--- src/rtl/noc_rr_arbiter.sv ---
// noc_rr_arbiter: N-input output-port arbiter with wormhole lock.
// Optional lock timeout when ARB_LOCK_TIMEOUT_EN is defined.
module noc_rr_arbiter #(
  parameter  int N_PORTS   = 5,
  parameter  int PRIO_MODE = 0,
  parameter  int MAX_HOLD  = 64,
  localparam int IDXW      = (N_PORTS > 1) ? $clog2(N_PORTS) : 1
) (
  input  logic               clk,
  input  logic               rst,
  input  logic [N_PORTS-1:0] req,
  input  logic [N_PORTS-1:0] tail,
  input  logic               xfer,
  output logic [N_PORTS-1:0] gnt,
  output logic               gnt_valid,
  output logic [IDXW-1:0]    gnt_idx,
  output logic               timeout_evt
);

  typedef enum logic {IDLE, LOCKED} state_t;

  state_t             state_q, state_d;
  logic [N_PORTS-1:0] gnt_q, gnt_d;
  logic [IDXW-1:0]    idx_q, idx_d;
  logic [IDXW-1:0]    ptr_q, ptr_d;
  logic               vld_q;

  logic               locked;
  logic               rel;
  logic               to_rel;
  logic [IDXW-1:0]    nxt_ptr;
  logic [IDXW-1:0]    arb_ptr;
  logic [IDXW-1:0]    win;
  logic               found;
  logic [IDXW:0]      cand;
  logic [IDXW-1:0]    c;

  if (N_PORTS < 2 || MAX_HOLD < 2) begin : g_bad_cfg
    $error("noc_rr_arbiter: N_PORTS and MAX_HOLD must be >= 2");
  end

  assign locked  = (state_q == LOCKED);
  assign nxt_ptr = (idx_q == IDXW'(N_PORTS-1)) ? '0 : idx_q + 1'b1;

`ifdef ARB_LOCK_TIMEOUT_EN
  localparam int HW = $clog2(MAX_HOLD);
  logic [HW-1:0] hold_q;

  assign to_rel = locked && !xfer && (hold_q == HW'(MAX_HOLD-1));

  // Hold counter: clears on lock entry/release and on progress
  always_ff @(posedge clk or negedge rst) begin
    if (!rst) begin
      hold_q <= '0;
    end else if (locked && !rel && !xfer) begin
      hold_q <= hold_q + 1'b1;
    end else begin
      hold_q <= '0;
    end
  end
`else
  assign to_rel = 1'b0;
`endif

  assign timeout_evt = to_rel;
  assign rel     = locked && ((xfer && tail[idx_q]) || to_rel);
  assign arb_ptr = rel ? nxt_ptr : ptr_q;

  // Winner pick: releasing port is last in RR order via arb_ptr
  always_comb begin
    win   = '0;
    found = 1'b0;
    cand  = '0;
    c     = '0;
    if (PRIO_MODE == 1) begin
      for (int i = 0; i < N_PORTS; i++) begin
        if (!found && req[i]) begin
          found = 1'b1;
          win   = IDXW'(i);
        end
      end
    end else begin
      for (int i = 0; i < N_PORTS; i++) begin
        cand = {1'b0, arb_ptr} + (IDXW+1)'(i);
        if (cand >= (IDXW+1)'(N_PORTS))
          cand = cand - (IDXW+1)'(N_PORTS);
        c = cand[IDXW-1:0];
        if (!found && req[c]) begin
          found = 1'b1;
          win   = c;
        end
      end
    end
  end

  // Next-state: grant on request, freeze while locked, re-arb on release
  always_comb begin
    state_d = state_q;
    gnt_d   = gnt_q;
    idx_d   = idx_q;
    ptr_d   = ptr_q;
    unique case (state_q)
      IDLE: begin
        if (found) begin
          state_d = LOCKED;
          gnt_d   = N_PORTS'(1) << win;
          idx_d   = win;
        end
      end
      LOCKED: begin
        if (rel) begin
          ptr_d = nxt_ptr;
          if (found) begin
            gnt_d = N_PORTS'(1) << win;
            idx_d = win;
          end else begin
            state_d = IDLE;
            gnt_d   = '0;
            idx_d   = '0;
          end
        end
      end
      default: state_d = IDLE;
    endcase
  end

  // Registered grant state
  always_ff @(posedge clk or negedge rst) begin
    if (!rst) begin
      state_q <= IDLE;
      gnt_q   <= '0;
      idx_q   <= '0;
      ptr_q   <= '0;
      vld_q   <= 1'b0;
    end else begin
      state_q <= state_d;
      gnt_q   <= gnt_d;
      idx_q   <= idx_d;
      ptr_q   <= ptr_d;
      vld_q   <= |gnt_d;
    end
  end

  assign gnt       = gnt_q;
  assign gnt_idx   = idx_q;
  assign gnt_valid = vld_q;

endmodule

--- config.mk ---
export PLATFORM = sky130hd
export DESIGN_NAME = noc_rr_arbiter
export DESIGN_NICKNAME = d
export VERILOG_FILES = /design/src/rtl/noc_rr_arbiter.sv
export SDC_FILE = /design/constraint.sdc
export NUM_CORES = 1
export LEC_CHECK = 0
export CAP_MARGIN = 20
export CORE_ASPECT_RATIO = 2
export CORE_MARGIN = 2
export CORE_UTILIZATION = 58
export DETAILED_ROUTE_END_ITERATION = 7
export PLACE_DENSITY = 0.82
export SLEW_MARGIN = 20
export SYNTH_ARGS = -nofsm -noshare
export SYNTH_HDL_FRONTEND = slang
export SYNTH_SLANG_ARGS = --single-unit
--- constraint.sdc ---
create_clock -name clk -period 6.1 [get_ports clk]
set_input_delay 0.61 -clock clk [delete_from_list [all_inputs] [get_ports clk]]
set_output_delay 0.61 -clock clk [all_outputs]
set_load 0.05 [all_outputs]
==> impl_summary.md <==
Status
The flow ran to the end, and the final reports show no timing, DRC or antenna violations.

Drt
The number of remaining DRC errors is 0. The via total after detailed routing is 2,197. The first-pass iteration count of the detailed router is 5.

The antenna violation net count after detailed routing is 0. For this block, the routed nets add up to 6.33 mm of wire. The number of design-rule violations left by the first detailed-router iteration is 99. The average wire length per cell after detail routing is 19.5 um. The mean number of vias per cell is 6.78.

Finish
The ratio of cells with drive above 1 in the final layout is 12.0%. The post-synthesis to final-layout area growth is 11.2%. The total number of nets in the final design is 301. The total inserted antenna cells is 0.

The count of fill cells added during filler insertion is 290. In the layout the commonest cells are nand2_1, clkdlybuf4s50_1, a21oi_1.

Critical path
The most critical setup path has its startpoint at tail[0]. The worst reg2reg path endpoint is gnt[3]$_DFF_PN0_. The required time of the worst setup path is 6.19 ns. The most critical setup path has its endpoint at gnt[3]$_DFF_PN0_.

The number of cells on the worst reg-to-reg path is 17. In this run the worst path has a maximum fanout of 18. The classification of the worst setup path is in -> reg.

The start of the worst register-to-register path is gnt_idx[1]$_DFFE_PN0P_. STA classifies the critical path endpoint as a flip-flop. The worst setup path is launched from an input port. For flop-to-flop paths, the worst setup slack is 0.53 ns. Data on the critical path arrives at its endpoint at 5.81 ns.

Global route
For this run the aggregate overflow at the end of global routing stands at 0. The first-pass GRT wire length is 10.1 mm. The via count of the first global-routing pass was 2,209. Global routing used 33.6% of the available tracks. Entering global routing, the biggest net connects 19 pins. The initial antenna violation count was 0.

Clock network
TritonCTS built the clock tree. The root buffer cell chosen for the clock tree is clkbuf_8. CTS built an H-tree with a depth of 1. In this run the deepest clock path goes through 2 buffers. Buffers inserted during clock tree synthesis total 3. The hold buffer count at CTS is 0. The clock slew at the register clock pins of the worst setup and hold paths is 0.05 ns. The clock reaches the later pin of the worst-skew pair after 0.25 ns. The clock net in this run drives a total of 13 sinks. The number of instances resized during post-cts repair is 0. The count of buffers added by post-CTS timing repair for setup is 0.

Synth
The most used flip-flop cell after synthesis is dfrtp_1. The post-synthesis area per instance is 7.94 sq um. Synthesis inferred 13 register bits. The area of the mapped netlist is 2090 sq um. After technology mapping, the gate count stands at 263. The number of nets produced by synthesis is 287. Sequential elements use 15.6% of the synthesized area.

The synthesized design contains 0 enable-type register cells. Of all flip-flops after synthesis, the portion carrying an async set or reset was 100%. For this run, the number of Yosys warnings is 0. The netlist uses 84 different library cells.

Die
The initial utilization of the core area, before any placement, comes to 61.1%. The die is 46.4 um wide. The floorplan die area is 4130 sq um. The y dimension of the die is 88.9 um.

Pin placement for this block handled 23 I/O pins. The floorplan has 30 rows. The core area is 3420 sq um.

Timing
After layout, the minimum clock period comes to 5.72 ns. After layout, the worst path uses 93.7% of the clock period. The number of endpoints with negative hold slack in the final report came to 0.

Measured against its own limit, the worst slew margin works out to 54.5%. Setup violations remaining at the end of the flow were counted as 0. Setup repair after global routing left no endpoint under its margin. At the pin with the least slew margin, the transition time is 0.676 ns.

After routing, the total negative slack on setup checks comes to 0 ns. Derived from the worst setup path, the maximum achievable clock frequency is 175 MHz. The max-slew violation count was 0. The worst clock skew is 0.00178 ns.

Worst hold path
In this run the most critical hold path is launched from gnt[2]$_DFF_PN0_. The kind of path behind the tightest hold check is reg -> reg.

Place
The placed wire-length estimate after detailed placement is 5.03 mm. During placement, the flow inserted port buffers numbering 21. The routability congestion estimate is 1.09.

Job
Across the run, the number of max-cap violations was 0.
## stage by stage
| step | cell area [sq um] | hold WS (ns) | cells | utilization (%) | setup slack, ns |
|---|---|---|---|---|---|
| 6_report | 2320 | 0.521 | 324 | 68.0 | 0.382 |
| 5_1_grt | 2320 | 0.537 | 324 | 68.0 | 0.126 |
| 4_1_cts | 2320 | 0.522 | 324 | 68.0 | 0.513 |
| 3_5_place_dp | 2280 | 0.509 | 320 | 66.7 | 0.270 |
| 3_3_place_gp | 2280 | 0.509 | 320 | 66.7 | 0.324 |
| 2_1_floorplan | 2090 | 0.314 | 263 | - | 1.42 |
## metal layers
metal | share of wire (%) | global-route usage [%] | routed length [um] | vias to the layer above
li1 | - | - | - | 1028
met2 | 52 | 57.6 | 3300 | 108
met4 | 8.8 | 28.8 | 557 | 0
met3 | 5.1 | 3.27 | 322 | 39
met1 | 34 | 33.7 | 2150 | 1022
met5 | 0 | 0 | 0 | -
## synthesized netlist by cell type, types with 2 or more instances
master      n  area (sq um)
o21ai_0    13          65.1
o21bai_1    2          15.0
inv_2       2          7.51
buf_2       2          10.0
dfrtp_1    13           325
nand3b_1    2          15.0
and2_1      3          18.8
nand2b_1    8          50.1
o221ai_2    2          30.0
a31oi_1     6          37.5
o22ai_1     2          12.5
a32o_1      2          20.0
or4_1       2          15.0
o31ai_1     2          15.0
a21boi_1    2          15.0
buf_6       3          33.8
nor3_1      6          30.0
o211ai_1    3          22.5
and3b_1     2          17.5
inv_1      16          60.1
ha_1       10           125
nand4_1     6          37.5
o41ai_1     2          17.5
a221o_1     3          30.0
a21oi_1    18          90.1
nor2_1     15          56.3
a22oi_1     4          30.0
buf_4       3          22.5
nor2b_1     3          18.8
o21ai_2     3          26.3
xnor2_1     4          35.0
clkbuf_1    3          11.3
mux2i_1     7          70.1
a22o_1      2          17.5
nand2_1    21          78.8
a21o_1      3          22.5
and3_1      2          12.5
nand3_1    11          55.1
o2111ai_1   5          43.8
## logic make-up (layout without fill, tap and decap cells)
logic type / after synthesis / after routing / synth area share [%]
adder cells (fa/ha/maj): 11 / 11 / 6.95
flip-flops: 13 / 13 / 15.6
buffers and inverters: 30 / 43 / 7.13
multiplexers: 9 / 9 / 4.97
XOR/XNOR: 7 / 7 / 3.66
other: 1 / 1 / 0.180
AND/OR/NAND/NOR: 93 / 93 / 24.5
AO/OA/AOI/OAI: 99 / 99 / 37.0
## state kept, by name, summed over array words and instances, names as in the netlist
register,count
ptr_q,3
locked,1
gnt_valid,1
gnt,5
gnt_idx,3
## how the worst min path moves through the flow
stage / end / slack [ns] / depth (start not counted)
final: gnt[2]$_DFF_PN0_ / 0.52 / 1
after detailed placement: gnt[4]$_DFF_PN0_ / 0.51 / 1
after CTS: gnt[2]$_DFF_PN0_ / 0.52 / 1
after floorplan: gnt[0]$_DFF_PN0_ / 0.31 / 0
after global routing: ptr_q[1]$_DFFE_PN0P_ / 0.54 / 2
after global placement: gnt[4]$_DFF_PN0_ / 0.51 / 1
## critical path, stage by stage
cell	delay [ns]
clkdlybuf4s50_1	0.51
nand2b_4	0.07
o221ai_2	0.47
a21boi_2	0.22
nor2_2	0.52
inv_2	0.32
ha_1	0.41
nand2_1	0.14
and3b_1	0.19
o211ai_1	0.20
a32oi_2	0.17
xor2_2	0.32
nor2_1	0.11
a311oi_2	0.32
nor3_1	0.15
and3b_1	0.24
a222oi_1	0.63
o41ai_1	0.20
## layout make-up
cell class	count	area, sq um	share of cell area [%]
Inverter	18	67.6	2.91
Timing Repair Buffer	21	210	9.05
Sequential cell	13	325	14.0
Multi-Input combinational cell	220	1610	69.5
Clock buffer	4	45.0	1.94
Tap cell	48	60.1	2.59
Power is not shown: default switching activity piles up to over one toggle a cycle in this logic, so the estimate is an artifact.
